**config.mk**
```make
export PLATFORM = sky130hd
export DESIGN_NAME = sgd_dsp_add_tree
export DESIGN_NICKNAME = d
export VERILOG_FILES = /design/src/rtl/sgd_pkg.sv /design/src/rtl/sgd_add_tree_level.sv /design/src/rtl/sgd_dsp_add_tree.sv
export SDC_FILE = /design/constraint.sdc
export NUM_CORES = 1
export LEC_CHECK = 0
export CAP_MARGIN = 20
export CORE_MARGIN = 2
export CORE_UTILIZATION = 40
export CTS_CLUSTER_SIZE = 28
export DETAILED_ROUTE_END_ITERATION = 6
export RECOVER_POWER = 50
export REMOVE_ABC_BUFFERS = 1
export SETUP_SLACK_MARGIN = 0.05
export SYNTH_ARGS = -nofsm -noshare
export SYNTH_HDL_FRONTEND = slang
export SYNTH_SLANG_ARGS = --single-unit
```
**constraint.sdc**
```tcl
create_clock -name clk -period 2.8 [get_ports clk]
set_input_delay 0.56 -clock clk [delete_from_list [all_inputs] [get_ports clk]]
set_output_delay 0.56 -clock clk [all_outputs]
set_load 0.01 [all_outputs]
```
**src/rtl/sgd_pkg.sv**
```systemverilog
// sgd_pkg -- shared definitions for the SGD DSP blocks.
//   DATA_WIDTH   : datapath width of every operand, partial sum and result.
//   data_t       : signed datapath word.
//   lane_offset  : start lane of adder-tree level l inside a flat node vector
//                  holding the masked inputs followed by every level's outputs.
package sgd_pkg;

  localparam int DATA_WIDTH = 32;

  typedef logic signed [DATA_WIDTH-1:0] data_t;

  // Level l consumes n_lanes >> l values. Levels are stored back to back, so
  // the start of level l is n + n/2 + ... (l terms) = 2n - (2n >> l).
  function automatic int lane_offset(input int n_lanes, input int level);
    return (2 * n_lanes) - ((2 * n_lanes) >> level);
  endfunction

endpackage

```
**src/rtl/sgd_add_tree_level.sv**
```systemverilog
// sgd_add_tree_level -- one level of the binary adder tree.
//   Adds adjacent lane pairs (2k, 2k+1) with 32-bit wrap-around arithmetic.
//   REGISTERED=1 : results are captured every clock; async active-low clear.
//   REGISTERED=0 : results are purely combinational; clk/rst_n are ignored.
// Ports:
//   clk, rst_n : clock and asynchronous active-low reset
//   in_data    : IN_LANES packed words, lane i at bits [i*W +: W]
//   out_data   : IN_LANES/2 packed words, same lane packing
module sgd_add_tree_level
  import sgd_pkg::*;
#(
  parameter int IN_LANES   = 2,
  parameter bit REGISTERED = 1'b1
) (
  input  logic                                 clk,
  input  logic                                 rst_n,
  input  logic [IN_LANES*DATA_WIDTH-1:0]       in_data,
  output logic [(IN_LANES/2)*DATA_WIDTH-1:0]   out_data
);

  localparam int OUT_LANES = IN_LANES / 2;

  logic [OUT_LANES*DATA_WIDTH-1:0] sum;

  // Plain "+" on flat operands keeps each adder DSP-inferable. The result is
  // kept at DATA_WIDTH, so overflow wraps modulo 2**32.
  always_comb begin
    sum = '0;
    for (int k = 0; k < OUT_LANES; k++) begin
      sum[k*DATA_WIDTH +: DATA_WIDTH] = in_data[(2*k)*DATA_WIDTH +: DATA_WIDTH]
                                      + in_data[(2*k+1)*DATA_WIDTH +: DATA_WIDTH];
    end
  end

  if (REGISTERED) begin : g_reg
    // Free-running: loads every cycle, independent of any valid qualifier.
    always_ff @(posedge clk or negedge rst_n) begin
      if (!rst_n) begin
        out_data <= '0;
      end else begin
        out_data <= sum;
      end
    end
  end else begin : g_comb
    assign out_data = sum;
    logic unused_clk_rst;
    assign unused_clk_rst = clk ^ rst_n;
  end

endmodule

```
**src/rtl/sgd_dsp_add_tree.sv**
```systemverilog
// sgd_dsp_add_tree -- pipelined masked sum of 2**TREE_DEPTH signed lanes.
//   Level 0 masks each lane by its enable, then TREE_DEPTH binary adder levels
//   reduce to one 32-bit wrapped sum. The first TREE_TRI_DEPTH levels are
//   combinational, the rest registered, giving latency
//   L = TREE_DEPTH - TREE_TRI_DEPTH cycles.
// Ports:
//   clk, rst_n      : clock and asynchronous active-low reset
//   v_input         : N signed operand lanes
//   v_input_valid   : qualifies v_input / v_input_enable for one cycle
//   v_input_enable  : per-lane include mask (0 = lane contributes zero)
//   v_output        : masked sum
//   v_output_valid  : qualifies v_output for one cycle
//
// Handshake: valid-only, no ready. Every cycle with v_input_valid=1 is accepted
// unconditionally; exactly L cycles later v_output_valid=1 for one cycle with
// that beat's sum on v_output. Back-to-back beats stream at one per cycle.
// When v_output_valid=0, v_output carries don't-care (deterministic) data.
module sgd_dsp_add_tree
  import sgd_pkg::*;
#(
  parameter int TREE_DEPTH     = 3,
  parameter int TREE_TRI_DEPTH = 0,
  localparam int N             = 1 << TREE_DEPTH
) (
  input  logic         clk,
  input  logic         rst_n,
  input  logic signed [DATA_WIDTH-1:0] v_input [N-1:0],
  input  logic         v_input_valid,
  input  logic         v_input_enable [N-1:0],
  output logic signed [DATA_WIDTH-1:0] v_output,
  output logic         v_output_valid
);

  localparam int LATENCY     = TREE_DEPTH - TREE_TRI_DEPTH;
  localparam int TOTAL_NODES = 2 * N - 1;

  // Masked inputs at lanes [0, N), then each level's results appended.
  logic [TOTAL_NODES*DATA_WIDTH-1:0] nodes;

  for (genvar i = 0; i < N; i++) begin : g_mask
    assign nodes[i*DATA_WIDTH +: DATA_WIDTH] = v_input_enable[i] ? v_input[i] : '0;
  end

  for (genvar l = 0; l < TREE_DEPTH; l++) begin : g_lvl
    localparam int IN_LANES = N >> l;
    localparam int IN_OFF   = lane_offset(N, l);
    localparam int OUT_OFF  = lane_offset(N, l + 1);

    sgd_add_tree_level #(
      .IN_LANES   (IN_LANES),
      .REGISTERED (l >= TREE_TRI_DEPTH)
    ) u_level (
      .clk      (clk),
      .rst_n    (rst_n),
      .in_data  (nodes[IN_OFF*DATA_WIDTH +: IN_LANES*DATA_WIDTH]),
      .out_data (nodes[OUT_OFF*DATA_WIDTH +: (IN_LANES/2)*DATA_WIDTH])
    );
  end

  assign v_output = nodes[(TOTAL_NODES-1)*DATA_WIDTH +: DATA_WIDTH];

  // Valid delay line: one stage per registered level, so it tracks the data
  // and is cleared with it on reset (in-flight sums are never flagged).
  logic [LATENCY-1:0] valid_sr;

  always_ff @(posedge clk or negedge rst_n) begin
    if (!rst_n) begin
      valid_sr <= '0;
    end else begin
      valid_sr[0] <= v_input_valid;
      for (int i = 1; i < LATENCY; i++) begin
        valid_sr[i] <= valid_sr[i-1];
      end
    end
  end

  assign v_output_valid = valid_sr[LATENCY-1];

endmodule

```
==> flow_summary.json <==
{
  "multi_input_area_um2": 13700,
  "antenna_found_initial": 1,
  "yosys_warnings": 0,
  "syn_to_final_growth_pct": 47.4,
  "p_seq_frac": 0.259,
  "nets": 3294,
  "slew_violations": 73,
  "clk_pin_slew_ps": 60,
  "drt-initial-drc-count": 801,
  "grt_usage": 0.246,
  "synth_edf_count": 0,
  "hold_ws_ps": 351,
  "start_util": 0.404,
  "postRouteAntennaNets": 0,
  "max_stage_delay_ps": 490,
  "violations": "capacitance limit, slew limit, setup timing",
  "io_pins": 300,
  "path_delay_family": "compound AO/OA/AOI/OAI gates",
  "peakVddDrop_v": 0.000718,
  "endpoint_kind": "flip-flop",
  "regArea_um2": 5680,
  "grt_setup_unrepaired": "true",
  "tritoncts": "built",
  "synthFlopType": "dfrtp_1",
  "yosys.area_share.simple": 0.202,
  "setup_viol": 4,
  "syn_area_per_cell_um2": 8.84,
  "startpoint_type": "flip-flop",
  "status": "finished, violations left",
  "dpl.hpwl_um": 49700,
  "finalHoldViolCount": 0,
  "synth_commonest_cells": "and2_1 (260), dfrtp_1 (227), ha_1 (217), a21oi_1 (198), nand2_1 (121)",
  "power.internal_uw": 11500,
  "critical_path_required_ps": 3230,
  "synth_top_area_share": 0.303,
  "dieArea_um2": 48500,
  "setup_tns_ps": -169,
  "synthAdderAreaFrac": 0.153,
  "syn_area_um2": 18700,
  "critical_path_buf_inv_count": 0,
  "synthDistinctLibCells": 84,
  "drc_errors": 0,
  "slew-limit-headroom": -0.167,
  "combPwrFrac": 0.549,
  "yosysMostFrequentCell": "and2_1",
  "port_buffers": 299,
  "synth_top_cell_by_area": "dfrtp_1",
  "fp.dieH_um": 220,
  "setup_ws_ps": -83.3,
  "clk_latency_ps": 520,
  "grt_pass1_wl_um": 95300,
  "core_um2": 46400,
  "fin_area_um2": 27600,
  "synth_compound_area_frac": 0.229,
  "n_fill_cell": 4063,
  "clock_tree.htree_level_count": 1,
  "finalClockSkew_ps": 9.89,
  "crit_slowest_cell": "dfrtp_1",
  "leakagePower_uw": 0.0134,
  "firstDrtPassIters": 5,
  "vias": 18182,
  "worst_slew_pin_slew_ps": 1750,
  "hold_class": "reg -> reg",
  "via_per_inst": 5.30,
  "grt_pass1_vias": 18392,
  "wirelength_um": 61100,
  "path_class": "reg -> reg",
  "cts.sinks": 227,
  "fin_crit_sh": 1.03,
  "period_needed_ps": 2880,
  "dpl_cell_area_um2": 25200,
  "cts_root_buffer": "clkbuf_16",
  "die_width_um": 220,
  "crit_chain": "ha_4, fa_2, a21oi_4, o211ai_2, a31oi_4, o31ai_2, or4_4, and2_4, a311oi_2, xnor2_1",
  "seq_area_frac_synth": 0.303,
  "synthXorXnorAreaFrac": 0.0870,
  "p_per_area_nw_per_um2": 675,
  "synth.area.mux_share": 0.00214,
  "switching_share": 0.383,
  "postSynthCellCount": 2117,
  "ys_top_cells_by_area": "dfrtp_1 (30%), ha_1 (15%), and2_1 (8.7%)",
  "crit_fanout": 3,
  "row_count": 79,
  "overflow": 0,
  "cap_violations": 1,
  "p_sw_uw": 7140,
  "wire_per_inst_um": 17.8,
  "p_clk_frac": 0.192,
  "crit_arrival_ps": 3310,
  "max_freq_mhz": 347,
  "gp_routability_congestion": 0.899,
  "grt_max_degree": 73,
  "cts_inserted_buffers": 25,
  "clock_tree.buffer_depth": 3,
  "synthArstFlopShare": 1.00,
  "synth_seq_cells": 227,
  "synth_top_family_by_area": "compound AO/OA/AOI/OAI gates",
  "layout-drive-gt1-share": 0.240
}
state kept, by name, summed over array words and instances, names as in the netlist:
register	cells
valid_sr	3
g_lvl.u_level.out_data	224
cells in the final DEF (no fill, tap or decap), drive strengths merged, types with 7 or more instances in the layout:
master and instances:
a2111oi 7, a211o 7, a211oi 24, a21o 118, a21oi 201, a311oi 7, a31oi 29, a41oi 9
and2 262, and3 30, and4 7, buf 431, clkbuf 42, clkdlybuf4s50 270, dfrtp 227, dlymetal6s2s 17
fa 7, ha 217, inv 48, nand2 121, nand2b 17, nand3 43, nand4 22, nor2 120
nor2b 17, nor3 37, o211ai 16, o21a 26, o21ai 101, o21bai 30, o311ai 9, o31ai 15
or3 11, xnor2 113, xor2 73
worst register-to-register path, stage by stage (launching register included):
cell and delay (ps):
dfrtp_1 490, ha_4 230, fa_2 380, a21oi_4 180
o211ai_2 130, a31oi_4 220, o31ai_2 100, or4_4 440
and2_4 170, a311oi_2 280, xnor2_1 170
worst paths after layout:
check                      slack (ps)                                        to  cells after the start                               startpoint
min reg2reg                       350                     valid_sr[1]$_DFF_PN0_                      0                    valid_sr[0]$_DFF_PN0_
max                               -80   g_lvl[2].u_level.out_data[18]$_DFF_PN0_                     10  g_lvl[1].u_level.out_data[32]$_DFF_PN0_
min                               350                     valid_sr[1]$_DFF_PN0_                      0                    valid_sr[0]$_DFF_PN0_
max reg2reg                       -80   g_lvl[2].u_level.out_data[18]$_DFF_PN0_                     10  g_lvl[1].u_level.out_data[32]$_DFF_PN0_
max in group asynchronous         600  g_lvl[0].u_level.out_data[107]$_DFF_PN0_                      2                                    rst_n
min in group asynchronous         500    g_lvl[1].u_level.out_data[0]$_DFF_PN0_                      1                                    rst_n
what timing repair did:
action | in CTS | in global routing
resized for setup | 143 | 168
gates cloned | 2 | 1
pin swaps | 69 | 108
hold buffers | 0 | 0
endpoints found under the setup margin | 99 | 71
setup buffers | 15 | 28
power groups by stage:
stage          Sequential (uW)  Combinational, uW  Clock, uW
5_1_grt                   4900              11200       3790
3_3_place_gp              4860               9130          0
3_5_place_dp              4870               9260          0
4_1_cts                   4820               9630       3650
2_1_floorplan             4740               5790          0
6_report                  4820              10200       3580
through the flow:
stage / std cells / power [uW] / setup WS, ps / utilization
floorplan: 2044 / 10500 / -300 / -
global placement: 3340 / 14000 / -1260 / 0.543
detailed placement: 3340 / 14100 / -1250 / 0.543
CTS: 3401 / 18100 / -18.9 / 0.577
global route: 3427 / 19900 / -166 / 0.595
finish: 3428 / 18600 / -83.3 / 0.595
area by class of cell:
class                           instances  area share
Inverter                               46     0.00626
Clock inverter                         14     0.00857
Tap cell                              607      0.0275
Antenna cell                            1   0.0000907
Multi-Input combinational cell       1771       0.496
Timing Repair Buffer                  732       0.231
Clock buffer                           30      0.0241
Sequential cell                       227       0.206
metal layers:
layer	vias to the layer above	part of all wire	global-route usage
li1	8997	-	-
met1	8710	0.47	0.339
met2	389	0.47	0.414
met3	86	0.035	0.0242
met4	0	0.026	0.0582
met5	-	0	0
cell families (layout without fill, tap and decap cells):
| family | Yosys count | in the layout |
|---|---|---|
| buffers and inverters | 119 | 822 |
| other | 0 | 1 |
| XOR/XNOR | 186 | 186 |
| adder cells (fa/ha/maj) | 224 | 224 |
| multiplexers | 4 | 4 |
| AND/OR/NAND/NOR | 707 | 707 |
| AO/OA/AOI/OAI | 650 | 650 |
| flip-flops | 227 | 227 |
No activity file was read; power rests on OpenSTA's default activity.
